File: config.mk
export PLATFORM = sky130hd
export DESIGN_NAME = sevenseg_scan_ctrl
export DESIGN_NICKNAME = d
export VERILOG_FILES = /design/src/rtl/sevenseg_scan_ctrl.sv
export SDC_FILE = /design/constraint.sdc
export NUM_CORES = 1
export LEC_CHECK = 0
export BUFFER_PORTS_ARGS = -buffer_cell sky130_fd_sc_hd__buf_2
export CORE_MARGIN = 5
export CORE_UTILIZATION = 40
export CTS_CLUSTER_DIAMETER = 200
export DETAILED_ROUTE_END_ITERATION = 10
export PLACE_DENSITY_LB_ADDON = 0.05
export SLEW_MARGIN = 10
export SYNTH_ARGS = -nofsm -noshare
export SYNTH_HDL_FRONTEND = slang
export SYNTH_SLANG_ARGS = --single-unit
File: constraint.sdc
create_clock -name m_clock -period 2.5 [get_ports m_clock]
set_input_delay 0.5 -clock m_clock [delete_from_list [all_inputs] [get_ports m_clock]]
set_output_delay 0.5 -clock m_clock [all_outputs]
set_load 0.02 [all_outputs]
File: src/rtl/sevenseg_scan_ctrl.sv
// Two-digit multiplexed seven-segment scan controller with frame-synchronous data swap.
// Latency: outputs are registered one cycle behind the slot counter; a write shows from the frame after the next frame boundary.
// Backpressure: none, data_valid is always accepted; the last write before a frame boundary wins.
// Optional build macro SEVENSEG_LZB_EN enables leading-zero blanking of digit 1.
module sevenseg_scan_ctrl #(
  parameter int PRESCALE     = 50000,  // clock cycles per digit slot, 4..2^20
  parameter int BLANK_CYCLES = 64      // trailing blank cycles per slot, < PRESCALE
) (
  input  logic       m_clock,
  input  logic       p_reset,
  input  logic [7:0] data_in,
  input  logic       data_valid,
  output logic       data_pending,
  output logic       frame_done,
  output logic       sevenseg_select,
  output logic [6:0] sevenseg
);

  // Slot counter width is ceil-log2 of the slot length.
  localparam int CW = (PRESCALE > 1) ? $clog2(PRESCALE) : 1;
  localparam logic [CW-1:0] SLOT_LAST   = CW'(PRESCALE - 1);
  localparam logic [CW-1:0] BLANK_START = CW'(PRESCALE - BLANK_CYCLES);

  typedef enum logic {
    SHOW_LO = 1'b0,
    SHOW_HI = 1'b1
  } state_t;

  state_t          state;
  logic [CW-1:0]   slot_cnt;
  logic [7:0]      disp_reg;
  logic [7:0]      pend_reg;

  logic            slot_end;
  logic            frame_end;
  logic            in_blank;
  logic            lz_blank;
  logic [3:0]      cur_nibble;
  logic [6:0]      seg_next;

  // Hex to gfedcba segment pattern, active-high.
  function automatic logic [6:0] hex_decode(input logic [3:0] nib);
    logic [6:0] seg;
    case (nib)
      4'h0: seg = 7'h3F;
      4'h1: seg = 7'h06;
      4'h2: seg = 7'h5B;
      4'h3: seg = 7'h4F;
      4'h4: seg = 7'h66;
      4'h5: seg = 7'h6D;
      4'h6: seg = 7'h7D;
      4'h7: seg = 7'h07;
      4'h8: seg = 7'h7F;
      4'h9: seg = 7'h6F;
      4'hA: seg = 7'h77;
      4'hB: seg = 7'h7C;
      4'hC: seg = 7'h39;
      4'hD: seg = 7'h5E;
      4'hE: seg = 7'h79;
      default: seg = 7'h71;
    endcase
    return seg;
  endfunction

  // Slot/frame timing and the segment value the output register will take next.
  // Slot cycle 0 is blanked as well as the trailing interval, so the select
  // output always flips in a cycle whose segments are already dark.
  always_comb begin
    slot_end   = (slot_cnt == SLOT_LAST);
    frame_end  = slot_end && (state == SHOW_HI);
    in_blank   = (slot_cnt == '0) ||
                 ((BLANK_CYCLES > 0) && (slot_cnt >= BLANK_START));
    cur_nibble = (state == SHOW_HI) ? disp_reg[7:4] : disp_reg[3:0];
`ifdef SEVENSEG_LZB_EN
    // Suppress a leading zero on the tens digit; digit 0 always shows.
    lz_blank   = (state == SHOW_HI) && (disp_reg[7:4] == 4'h0);
`else
    lz_blank   = 1'b0;
`endif
    seg_next   = (in_blank || lz_blank) ? 7'h00 : hex_decode(cur_nibble);
  end

  // Scan FSM, slot counter, write capture and registered outputs.
  always_ff @(posedge m_clock) begin
    if (p_reset) begin
      state           <= SHOW_LO;
      slot_cnt        <= '0;
      disp_reg        <= 8'h00;
      pend_reg        <= 8'h00;
      data_pending    <= 1'b0;
      frame_done      <= 1'b0;
      sevenseg_select <= 1'b0;
      sevenseg        <= 7'h00;
    end else begin
      // Counter wraps at the last cycle of a slot; the FSM only moves there.
      if (slot_end) begin
        slot_cnt <= '0;
        case (state)
          SHOW_LO: state <= SHOW_HI;
          default: state <= SHOW_LO;
        endcase
      end else begin
        slot_cnt <= slot_cnt + 1'b1;
      end

      // Frame boundary: swap in the pending value (if any) and pulse frame_done.
      frame_done <= frame_end;
      if (frame_end) begin
        if (data_pending) begin
          disp_reg <= pend_reg;
        end
        data_pending <= 1'b0;
      end

      // A write always lands in the pending register; a write coinciding with
      // the boundary overrides the clear above and waits for the next frame.
      if (data_valid) begin
        pend_reg     <= data_in;
        data_pending <= 1'b1;
      end

      sevenseg_select <= (state == SHOW_HI);
      sevenseg        <= seg_next;
    end
  end

endmodule
==> results of run 1 <==
-- Yosys cell counts --
cell,number,share of area (%)
a2111oi_2,1,0.76
nand2_1,13,2.5
and2_1,1,0.32
ha_1,9,5.7
a221oi_2,1,0.76
nand3_1,9,2.3
dfxtp_1,43,43
or2_1,1,0.32
and3_1,4,1.3
nand2b_1,1,0.32
clkbuf_1,4,0.76
buf_2,1,0.25
a221o_1,1,0.50
a221oi_1,2,0.88
and2_0,1,0.32
mux2_2,2,1.1
buf_6,2,1.1
nand3b_1,1,0.38
a211oi_1,3,1.1
inv_1,8,1.5
or4_1,1,0.38
xnor2_1,4,1.8
or3_1,3,0.94
buf_1,1,0.19
and4_1,4,1.8
nand4_1,11,3.5
xor2_1,7,3.1
nor3_1,7,1.8
o31ai_1,1,0.38
o21a_1,1,0.38
nor4_4,1,1.1
o21ai_0,12,3.0
nor2_1,28,5.3
a21oi_1,16,4.0
a21o_1,1,0.38
nor4_1,2,0.63
mux2i_1,12,6.0
-- cells by family after synthesis --
logic type / after synthesis / share of synthesized area [%]
AOI/OAI and AO/OA: 39 / 12.2
and+or+nand+nor: 88 / 22.9
buffers and inverters: 16 / 3.84
adders and majority gates: 9 / 5.67
xor gates and xnor gates: 11 / 4.85
muxes: 14 / 7.18
DFF: 43 / 43.3
-- critical path, delay by kind of cell, from the launching register on --
family                   cells  cell delay (ps)
flip-flops                   1              560
multiplexers                 1              520
adder cells (fa/ha/maj)      1              300
AO/OA/AOI/OAI                1              220
buffers and inverters        1              170
AND/OR/NAND/NOR              2              150
-- per-layer routing --
metal  track usage, %  vias up  part of all wire [%]
met2             20.0       26                    42
met1             18.7      718                    53
met3             3.81        2                   4.0
met5                0        -                     0
li1                 -      826                     -
met4             4.05        0                  0.63
-- stage by stage --
stage / util [%] / hold WS (ps) / instances / setup WS [ps] / power [mW]
floorplan: - / 449 / 220 / 842 / 0.791
global placement: 44.9 / 470 / 302 / 582 / 0.822
detailed placement: 44.9 / 472 / 302 / 509 / 0.822
CTS: 46.6 / 434 / 310 / 495 / 1.26
global route: 46.6 / 432 / 310 / 323 / 1.30
finish: 46.6 / 445 / 310 / 498 / 1.23
-- where the power goes --
part           total, mW  switching (mW)  internal [mW]  leakage, nW
registers          0.720          0.0132          0.707        0.351
logic             0.0834          0.0495         0.0339        0.496
clock network      0.423           0.228          0.195       0.0412
total               1.23           0.290          0.936        0.888
-- final timing paths --
check         startpoint           to  slack, ps  cells past startpoint
max                state  sevenseg[6]        500                      6
min           data_in[2]  pend_reg[2]        450                      3
max reg2reg        state  sevenseg[6]        500                      6
min reg2reg  disp_reg[4]  disp_reg[4]        480                      2
-- final cells by class --
class / instances / area [um2] / share of cell area, %
Timing Repair Buffer: 23 / 123 / 5.49
Clock buffer: 6 / 72.6 / 3.25
Clock inverter: 2 / 12.5 / 0.561
Sequential cell: 43 / 861 / 38.6
Tap cell: 67 / 83.8 / 3.76
Inverter: 8 / 30.0 / 1.35
Multi-Input combinational cell: 161 / 1050 / 47.0
==> impl_metrics.py, run 1 <==
metrics = {
    "sta": {
        "drv_slew": 0,
        "rsz0062_at_grt": "no",
        "fmax_mhz": 499,
        "min_period_over_period_pct": 80.1,
        "finClkSkew_ps": 5.01,
        "min_period_ps": 2000,
        "worstMarginPinSlew_ps": 571,
        "setup_tns_ps": 0,
        "hold_violations": 0,
        "slew-limit-headroom_pct": 62.0,
        "setup_viol": 0,
    },
    "clock_network": {
        "cts_setup_buffers": 0,
        "postCtsHoldBufs": 0,
        "cts.repair.resized": 0,
        "cts_max_level": 2,
        "cts_buffers": 5,
        "clockBufferDepth": 2,
        "clkLatencyLatePin_ps": 290,
        "cts_root_buffer": "clkbuf_8",
        "clkSinkCount": 43,
        "path_clk_slew_ps": 80,
        "cts_tree": "built",
    },
    "placed_design": {
        "gp_congestion": 0.810,
        "portBuffers": 20,
        "dpl-instance-area_um2": 2150,
        "dp_hpwl_mm": 2.82,
    },
    "final_layout": {
        "syn2layout_area_growth_pct": 12.3,
        "final_common_cell": "dfxtp_1",
        "layout_common_cells": "43 x dfxtp_1, 28 x nor2_1, 20 x buf_2, 16 x a21oi_1, 13 x nand2_1",
        "fill_cells": 492,
        "finalInstanceArea_um2": 2230,
        "nets": 262,
        "n_antenna_cell": 0,
        "largest_register_ffs": 16,
        "drive_above_1_share_pct": 14.4,
    },
    "critical_path": {
        "critPathLaunchType": "flop",
        "worst_path_largest_cell_delay_ps": 560,
        "critical_path_class": "reg -> reg",
        "crit_chain": "mux2i_1, inv_1, ha_1, nand2_1, nand2_1, a221oi_1",
        "cp_common_cell": "nand2_1",
        "endpoint_kind": "flop",
        "cp_max_fo": 9,
        "arrival_ps": 2200,
        "cp_slowest_cell": "dfxtp_1",
        "cp_data_required_time_ps": 2690,
    },
    "global_routing": {
        "grt_pass1_vias": 1470,
        "grt_overflow": 0,
        "antenna_found_initial": 0,
        "grt_max_degree": 24,
        "grtUsageTotal_pct": 13.4,
        "grt_pass1_wl_mm": 6.82,
    },
    "detailed_routing": {
        "totalWireLength_mm": 3.95,
        "drt-pass1-iter-count": 4,
        "routedWlPerCell_um": 12.8,
        "drt_iter0_markers": 37,
        "ant_nets": 0,
        "via_per_inst": 5.07,
        "remaining_drc_errors": 0,
        "vias": 1572,
    },
    "yosys": {
        "syn_area_um2": 1990,
        "ys_ff_latch": 43,
        "synth.avg_cell_area_um2": 9.03,
        "yosysSeqAreaShare_pct": 43.3,
        "syn-num-nets": 240,
        "yosys_warnings": 0,
        "synth.distinct_cells": 37,
        "syn-instance-count": 220,
    },
    "floorplanning": {
        "initial_core_util_pct": 41.5,
        "num_rows": 25,
        "coreArea_um2": 4790,
        "die_area_um2": 6480,
        "dieWidth_um": 80.5,
        "pin_count": 21,
        "fp.dieH_um": 80.5,
    },
    "pwr": {
        "powerDensity_nw_per_um2": 550,
        "peakVddDrop_uv": 246,
        "power.leakage_nw": 0.888,
    },
    "outcome": {
        "outcome": "complete, no violations",
    },
    "hold_path": {
        "hp-class": "in -> reg",
    },
    "run": {
        "drv_cap": 0,
    },
}
(Power assumes the default switching activity.)
==> run 2: changes to the inputs <==
clock period = 1.9 ns   (was 2.5 ns; I/O delays follow)
==> impl_metrics.py, run 2 (synthesis gave the netlist of run 1 again) <==
metrics = {
    "final_layout": {
        "final_util_pct": 49.0,
        "drive_above_1_share_pct": 17.7,
        "nets": 268,
        "layout_common_cells": "43 x dfxtp_1, 28 x nor2_1, 20 x buf_2, 16 x a21oi_1, 13 x nand2_1",
        "final_common_cell": "dfxtp_1",
        "syn2layout_area_growth_pct": 18.0,
        "n_antenna_cell": 0,
        "largest_register_ffs": 16,
    },
    "detailed_routing": {
        "drt_iter0_markers": 63,
        "drt-pass1-iter-count": 4,
        "routedWlPerCell_um": 12.8,
        "remaining_drc_errors": 0,
        "totalWireLength_mm": 4.06,
        "via_per_inst": 5.01,
        "vias": 1582,
        "ant_nets": 0,
    },
    "clock_network": {
        "cts_max_level": 2,
        "cts_buffers": 5,
        "clkSinkCount": 43,
        "clkLatencyLatePin_ps": 290,
        "cts_setup_buffers": 0,
        "postCtsHoldBufs": 0,
        "clockBufferDepth": 2,
        "cts_root_buffer": "clkbuf_8",
        "path_clk_slew_ps": 80,
        "cts_tree": "built",
    },
    "outcome": {
        "outcome": "complete, no violations",
    },
    "hold_path": {
        "worstHoldStart": "data_in[1]",
        "whs_path_depth": 3,
        "hp-class": "in -> reg",
        "hold_path_end": "pend_reg[1]",
    },
    "critical_path": {
        "critical_path_class": "reg -> reg",
        "worst_path_largest_cell_delay_ps": 510,
        "worstRegToRegCells": 4,
        "rrSetupSlack_ps": 180,
        "cp_data_required_time_ps": 2100,
        "timing.rr.end": "sevenseg[0]",
        "endpoint_kind": "flop",
        "cp_top_family": "flip-flops",
        "r2r-start": "state",
        "cp_max_fo": 8,
        "cp_slowest_cell": "dfxtp_1",
        "arrival_ps": 1910,
        "crit_chain": "buf_4, mux2_2, and3_1, a2111oi_2",
        "critPathLaunchType": "flop",
        "timing.critical_path.buf_inv": 1,
    },
    "sta": {
        "slew-limit-headroom_pct": 73.7,
        "drv_slew": 0,
        "hold_violations": 0,
        "setup_viol": 0,
        "min_period_ps": 1720,
        "worstMarginPinSlew_ps": 391,
        "finClkSkew_ps": 5.91,
        "fmax_mhz": 582,
        "min_period_over_period_pct": 90.4,
    },
    "pwr": {
        "total_power_mw": 1.90,
        "pwr-share-clk_pct": 44.2,
        "peakVddDrop_uv": 584,
        "powerDensity_nw_per_um2": 812,
        "swShare_pct": 21.1,
        "power.leakage_nw": 0.941,
        "cell_internal_pwr_mw": 1.50,
        "power_frac_seq_pct": 49.8,
        "p_comb_share_pct": 5.9,
        "p_switching_mw": 0.401,
    },
    "floorplanning": {
        "fp.dieH_um": 80.5,
        "dieWidth_um": 80.5,
        "coreArea_um2": 4790,
        "initial_core_util_pct": 41.5,
        "num_rows": 25,
        "pin_count": 21,
        "die_area_um2": 6480,
    },
    "global_routing": {
        "antenna_found_initial": 0,
        "grt_pass1_wl_mm": 7.08,
        "grt_pass1_vias": 1529,
        "grt_overflow": 0,
        "grt_max_degree": 22,
        "grtUsageTotal_pct": 13.7,
    },
    "run": {
        "drv_cap": 0,
    },
    "placed_design": {
        "dp_hpwl_mm": 2.91,
        "gp_congestion": 0.868,
        "portBuffers": 20,
    },
}
[run 2: worst register-to-register path, delay by kind of cell (launching register included)]
family	cells	cell delay (ps)
muxes	1	410
AOI/OAI and AO/OA	1	300
and+or+nand+nor	1	200
buffers and inverters	1	200
DFF	1	510
[run 2: final cells by class]
class / instances / area (um2)
flip-flops and latches: 43 / 861
fillers: 475 / 2440
clock buffers: 5 / 68.8
inverters: 8 / 30.0
clock inverters: 3 / 67.6
repair buffers: 29 / 168
well taps: 67 / 83.8
multi-input cells: 161 / 1070
[run 2: how the worst max path moves through the flow]
stage           from          end  slack [ps]  cells past startpoint
3_5_place_dp   state  sevenseg[6]         100                      6
6_report       state  sevenseg[0]         180                      4
2_1_floorplan  state  sevenseg[6]         240                      7
3_3_place_gp   state  sevenseg[6]         190                      6
4_1_cts        state  sevenseg[6]          80                      6
5_1_grt        state  sevenseg[6]        -0.9                      6
[run 2: power groups by stage]
stage	registers, mW	logic [mW]	clock network, mW
after floorplan	0.985	0.0558	0
after global placement	0.970	0.114	0
after detailed placement	0.970	0.115	0
after CTS	0.949	0.115	0.873
after global routing	0.953	0.128	0.904
final	0.948	0.113	0.842
[run 2: repair_timing]
action	4_1_cts	5_1_grt
endpoints found under the hold margin	0	0
endpoints found under the setup margin	0	3
gates resized for setup	0	3
[run 2: stage by stage]
stage	setup TNS, ps	setup WS, ps	instance area, um2	std cells	hold slack, ps
after floorplan	0	242	1990	220	449
after global placement	0	188	2190	308	464
after detailed placement	0	100	2190	308	468
after CTS	0	78.4	2330	316	309
after global routing	-0.933	-0.933	2340	316	322
final	0	183	2340	316	320
[run 2: layer usage]
metal  wire length (um)  vias to the layer above  track usage (%)
met5                  0                        -                0
met4                 40                        0             4.05
met3                164                        4             3.92
met2               1680                       27             20.6
met1               2170                      712             19.0
li1                   -                      839                -
